File: config.mk
export PLATFORM = sky130hd
export DESIGN_NAME = pipe_adder
export DESIGN_NICKNAME = d
export VERILOG_FILES = /design/src/rtl/pipe_adder_pkg.sv /design/src/rtl/adder_segment.sv /design/src/rtl/pipe_adder.sv
export SDC_FILE = /design/constraint.sdc
export NUM_CORES = 1
export LEC_CHECK = 0
export CAP_MARGIN = 20
export CORE_MARGIN = 2
export CORE_UTILIZATION = 51
export DETAILED_ROUTE_END_ITERATION = 10
export PLACE_DENSITY = 0.79
export SLEW_MARGIN = 15
export SYNTH_ARGS = -nofsm -noshare
export SYNTH_HDL_FRONTEND = slang
export SYNTH_SLANG_ARGS = --single-unit
File: constraint.sdc
create_clock -name clock -period 2.5 [get_ports clock]
set_input_delay 0.5 -clock clock [delete_from_list [all_inputs] [get_ports clock]]
set_output_delay 0.5 -clock clock [all_outputs]
set_load 0.01 [all_outputs]
File: src/rtl/pipe_adder_pkg.sv
// Shared types and helpers for the pipelined add/subtract unit.
//   op_e      : operation select (add / subtract).
//   result_t  : one result beat {s, carry_out, overflow} at the reference width.
//   stages_ok : legality check for the W / STAGES combination.
package pipe_adder_pkg;

  typedef enum logic {
    OP_ADD = 1'b0,
    OP_SUB = 1'b1
  } op_e;

  localparam int unsigned RES_W = 64;

  typedef struct packed {
    logic [RES_W-1:0] s;
    logic             carry_out;
    logic             overflow;
  } result_t;

  function automatic bit stages_ok(input int unsigned w, input int unsigned stages);
    return (w >= 2) && (stages >= 1) && (stages <= w) && ((w % stages) == 0);
  endfunction

endpackage

File: src/rtl/adder_segment.sv
// Combinational SEG-bit adder slice with carry in/out.
//   x, y : segment operands
//   cin  : carry into bit 0 of the segment
//   sum  : segment sum
//   cout : carry out of the segment's top bit
module adder_segment #(
  parameter int unsigned SEG = 16
) (
  input  logic [SEG-1:0] x,
  input  logic [SEG-1:0] y,
  input  logic           cin,
  output logic [SEG-1:0] sum,
  output logic           cout
);

  logic [SEG:0] total;

  always_comb begin
    total = {1'b0, x} + {1'b0, y} + {{SEG{1'b0}}, cin};
    sum   = total[SEG-1:0];
    cout  = total[SEG];
  end

endmodule

File: src/rtl/pipe_adder.sv
// Pipelined W-bit add/subtract unit. The carry ripples one SEG-bit segment per
// cycle; a single global enable gives valid/ready backpressure.
//   clock, reset_n       : rising-edge clock, asynchronous active-low reset
//   in_valid, in_ready   : operand beat handshake
//   a, b, carry_in, sub  : operands; sub=1 computes a + ~b + carry_in
//   out_valid, out_ready : result beat handshake
//   s, carry_out         : result and carry out of bit W-1 (sub: 1 = no borrow)
//   overflow             : two's-complement signed overflow
module pipe_adder
  import pipe_adder_pkg::*;
#(
  parameter int unsigned W      = 64,
  parameter int unsigned STAGES = 4
) (
  input  logic         clock,
  input  logic         reset_n,
  input  logic         in_valid,
  output logic         in_ready,
  input  logic [W-1:0] a,
  input  logic [W-1:0] b,
  input  logic         carry_in,
  input  logic         sub,
  output logic         out_valid,
  input  logic         out_ready,
  output logic [W-1:0] s,
  output logic         carry_out,
  output logic         overflow
);

  localparam int unsigned SEG  = W / STAGES;
  localparam int unsigned LAST = STAGES - 1;

  if (!stages_ok(W, STAGES)) begin : g_param_check
    $error("pipe_adder: need W >= 2, 1 <= STAGES <= W and W %% STAGES == 0");
  end

  op_e          op;
  logic         en;
  logic [W-1:0] b_eff;

  // Stage k registers: operands (skew), partial sum (deskew), carry, valid.
  logic         valid_q [STAGES];
  logic [W-1:0] a_q     [STAGES];
  logic [W-1:0] b_q     [STAGES];
  logic [W-1:0] s_q     [STAGES];
  logic         c_q     [STAGES];

  // Stage k combinational inputs and next-state values.
  logic [W-1:0]   a_src    [STAGES];
  logic [W-1:0]   b_src    [STAGES];
  logic           c_src    [STAGES];
  logic           load     [STAGES];
  logic [W-1:0]   s_nxt    [STAGES];
  logic [SEG-1:0] seg_sum  [STAGES];
  logic           seg_cout [STAGES];

  assign op       = op_e'(sub);
  assign b_eff    = (op == OP_SUB) ? ~b : b;
  assign en       = !valid_q[LAST] || out_ready;
  assign in_ready = en;

  always_comb begin
    a_src[0] = a;
    b_src[0] = b_eff;
    c_src[0] = carry_in;
    load[0]  = in_valid;
    for (int unsigned k = 1; k < STAGES; k++) begin
      a_src[k] = a_q[k-1];
      b_src[k] = b_q[k-1];
      c_src[k] = c_q[k-1];
      load[k]  = valid_q[k-1];
    end
  end

  // Kept apart from the source mux so the segment adders do not form an
  // apparent loop through a single block.
  always_comb begin
    for (int unsigned k = 0; k < STAGES; k++) begin
      s_nxt[k] = (k == 0) ? '0 : s_q[(k == 0) ? 0 : k-1];
      s_nxt[k][k*SEG +: SEG] = seg_sum[k];
    end
  end

  for (genvar k = 0; k < STAGES; k++) begin : g_seg
    adder_segment #(.SEG(SEG)) u_seg (
      .x    (a_src[k][k*SEG +: SEG]),
      .y    (b_src[k][k*SEG +: SEG]),
      .cin  (c_src[k]),
      .sum  (seg_sum[k]),
      .cout (seg_cout[k])
    );
  end

  // Data registers load only with a valid beat, so the output holds the last
  // result through bubbles and after reset stays at zero.
  always_ff @(posedge clock or negedge reset_n) begin
    if (!reset_n) begin
      for (int unsigned k = 0; k < STAGES; k++) begin
        valid_q[k] <= 1'b0;
        a_q[k]     <= '0;
        b_q[k]     <= '0;
        s_q[k]     <= '0;
        c_q[k]     <= 1'b0;
      end
    end else if (en) begin
      for (int unsigned k = 0; k < STAGES; k++) begin
        valid_q[k] <= load[k];
        if (load[k]) begin
          a_q[k] <= a_src[k];
          b_q[k] <= b_src[k];
          s_q[k] <= s_nxt[k];
          c_q[k] <= seg_cout[k];
        end
      end
    end
  end

  assign out_valid = valid_q[LAST];
  assign s         = s_q[LAST];
  assign carry_out = c_q[LAST];
  assign overflow  = (a_q[LAST][W-1] == b_q[LAST][W-1]) &&
                     (s_q[LAST][W-1] != a_q[LAST][W-1]);

endmodule

==> reports/qor.csv <==
stage;metric;value;unit
cts;path_clk_slew;0.06;ns
synth;synth_cell_type_count;58;
synth;synth_area_leader_cell;dfrtp_1;
global_routing;gr-total-overflow;0;
synth;yosysWarnings;0;
route;drt-initial-drc-count;790;
cts;clock_latency;0.51;ns
layout;fin_util;65.9;%
route;drcViolationCount;0;
setup_path;required;2.90;ns
route;vias_per_cell;5.25;
floorplan;die_x;187;µm
global_routing;busiest_layer;met2;
synth;synth.yosys.seq_area_share;53.1;%
cts;clockBufferDepth;3;
sta;finalCritPeriodShare;98.2;%
global_routing;grtUsageMet1;29.4;%
synth;yosys-top-cells-area;dfrtp_1 53%, nand2_1 15%, mux2_2 4.4%, ha_1 4.4%, o21ai_0 3.6%;
setup_path;critPathMaxFanout;3;
setup_path;end_kind;flip-flop;
synth;ys_ff_latch;362;
cts;cts-buffers-inserted;38;
synth;synth_top_area_share;53.1;%
global_routing;grt_max_degree;82;
global_routing;grt_use_met2;39.6;%
synth;synth_edf_count;0;
cts;cts-root-buf;clkbuf_16;
hold_path;holdPathEnd;b_q[169];
sta;maxSlewHeadroom;69.8;%
power;ir_drop;0.648;mV
flow_run;cap_violations;0;
sta;setup-violations-final;0;
global_routing;grt_pass1_wl;65600;µm
hold_path;worstHoldStart;b_q[233];
power;power.density;1210;nW/µm²
setup_path;startpoint_type;flip-flop;
floorplan;rows;66;
route;wl_per_cell;15.8;µm
sta;hold_ws;0.463;ns
floorplan;coreArea;32700;µm²
synth;netlist_instances;1789;
layout;areaGrowthSynthToFinish;26.4;%
floorplan;die_area;34900;µm²
sta;period_needed;2.46;ns
synth;syn-num-nets;1991;
synth;ys_async_sr_fraction;100;%
cts;numClockSinks;362;
placement;io_buffer_count;201;
global_routing;met3_usage;3.94;%
sta;rsz0062_at_grt;yes;
sta;final-hold-violation-count;0;
global_routing;grt_pass1_vias;13200;
sta;fin_tns_setup;0;ns
layout;layout-drive-gt1-share;12.7;%
route;num_vias;13200;
sta;drv_slew;0;
sta;clock.fmax;407;MHz
layout;finalNonFillerCells;2507;
floorplan;ios;202;
sta;tightest_slew;0.453;ns
sta;clock_skew;0.00853;ns
route;first_pass_iters;6;
cts;tritoncts;done;
synth;syn_area_per_cell;9.53;µm²
route;wirelength;39600;µm
setup_path;crit_type;reg -> reg;
global_routing;grt_antenna_before_repair;2;
setup_path;reg2reg_from;a_q[112];
placement;dp.cells;2429;
synth;synth-main-ff-cell;dfrtp_1;
setup_path;rrSetupSlack;0.04;ns
cts;htreeDepth;2;
hold_path;hp-class;reg -> reg;
route;ant_nets;0;
hold_path;holdPathStages;2;
setup_path;timing.rr.end;s[58];
power;power_leakage;0.0104;µW
placement;dpl.hpwl;28100;µm
global_routing;grt_usage;22.9;%
setup_path;worstPathArrival;2.85;ns
layout;layout.nets;2237;
floorplan;die_h;187;µm
placement;place.gp.congestion;0.861;
run_status;run_status;finished clean;
synth;netlist_area;17100;µm²
floorplan;start_util;52.1;%
setup_path;reg2reg_depth;9;
-- critical path, cell delays in order, from the launching register on --
cell and delay (ns):
dfrtp_1 0.40, fa_2 0.41, fa_2 0.37, a211oi_2 0.23, o21bai_2 0.13, a211o_1 0.34
a21oi_2 0.12, buf_4 0.13, xor2_1 0.14, o21ai_1 0.07
-- where the power goes --
part	internal, µW	leakage (µW)	switching [µW]	total (µW)
registers	8290	0.00452	1430	9710
logic	5010	0.00522	5710	10700
clock network	3370	0.000624	2230	5600
total	16700	0.0104	9370	26000
-- flip-flops by register name, indices dropped and copies added (netlist names) --
register,flops
a_q,97
b_q,97
c_q,3
carry_out,1
load,3
out_valid,1
s,64
s_nxt,96
-- per-stage QoR --
| stage | power [µW] | setup slack (ns) | cell area [µm²] |
|---|---|---|---|
| 5_1_grt | 28000 | -0.0551 | 21600 |
| 3_3_place_gp | 19800 | -0.679 | 20200 |
| 3_5_place_dp | 20300 | -0.716 | 20200 |
| 4_1_cts | 26100 | 0.00231 | 21500 |
| 2_1_floorplan | 16400 | -0.284 | 17100 |
| 6_report | 26000 | 0.0440 | 21600 |
-- cells by family (layout without fill, tap and decap cells) --
kind of cell | count (synthesis) | in the layout | synth area share, %
XOR/XNOR | 96 | 96 | 4.93
adder cells (fa/ha/maj) | 68 | 68 | 5.34
flip-flops | 362 | 362 | 53.1
AND/OR/NAND/NOR | 791 | 791 | 18.6
AO/OA/AOI/OAI | 301 | 301 | 11.1
other | 0 | 2 | 0
multiplexers | 68 | 68 | 4.48
buffers and inverters | 103 | 377 | 2.45
-- how the worst max path moves through the flow --
| stage | startpoint | endpoint | slack (ns) | cells past startpoint |
|---|---|---|---|---|
| after detailed placement | b[0] | s_nxt[142] | -0.72 | 10 |
| after global placement | b[0] | s_nxt[142] | -0.68 | 10 |
| after CTS | a[0] | s_nxt[142] | 0.002 | 10 |
| final | a_q[112] | s[58] | 0.04 | 9 |
| after global routing | a_q[112] | s[58] | -0.06 | 9 |
| after floorplan | sub | s_nxt[142] | -0.28 | 11 |
-- cell usage in the layout, fill, tap and decap left out, drive strengths merged, types with 4 or more instances in the layout --
cell / n
a211oi: 17
a21o: 23
a21oi: 50
a221oi: 5
a31oi: 6
and2: 5
and3: 5
buf: 96
clkbuf: 60
clkdlybuf4s50: 196
clkinv: 7
dfrtp: 362
fa: 8
ha: 60
inv: 13
mux2: 67
nand2: 679
nand2b: 6
nand3: 20
nand4: 9
nor2: 29
nor3: 12
nor3b: 6
nor4b: 4
o211ai: 9
o21a: 17
o21ai: 127
o21bai: 9
o311ai: 4
o31ai: 14
or3: 4
xnor2: 66
xor2: 30
-- layout make-up --
class	instances	area, µm²
Antenna cell	2	5.00
Clock buffer	60	1190
Clock inverter	8	72.6
Fill cell	2563	11100
Inverter	13	48.8
Multi-Input combinational cell	1324	7700
Sequential cell	362	9060
Tap cell	442	553
Timing Repair Buffer	296	2940
-- synthesized netlist by cell type, types with 17 or more instances --
cell type,number
nor2_1,29
a21oi_1,48
o21ai_0,123
ha_1,60
dfrtp_1,362
buf_2,19
o21a_1,17
mux2_2,67
nand3_1,20
a21o_1,23
clkbuf_1,55
xor2_1,30
nand2_1,679
xnor2_1,66
-- repair_timing --
item                       4_1_cts  5_1_grt
hold buffers                     1        0
setup buffers                    1        6
setup endpoints to repair       16       18
hold endpoints to repair        50        0
pin swaps                        7       12
resized for setup               10       12
-- metal layers --
metal / wire [µm] / part of all wire, %
met5: 0 / 0
met1: 17000 / 43
met3: 1900 / 4.8
met2: 19600 / 49
met4: 1140 / 2.9
Note: power is estimated with default switching activity, not from simulation.
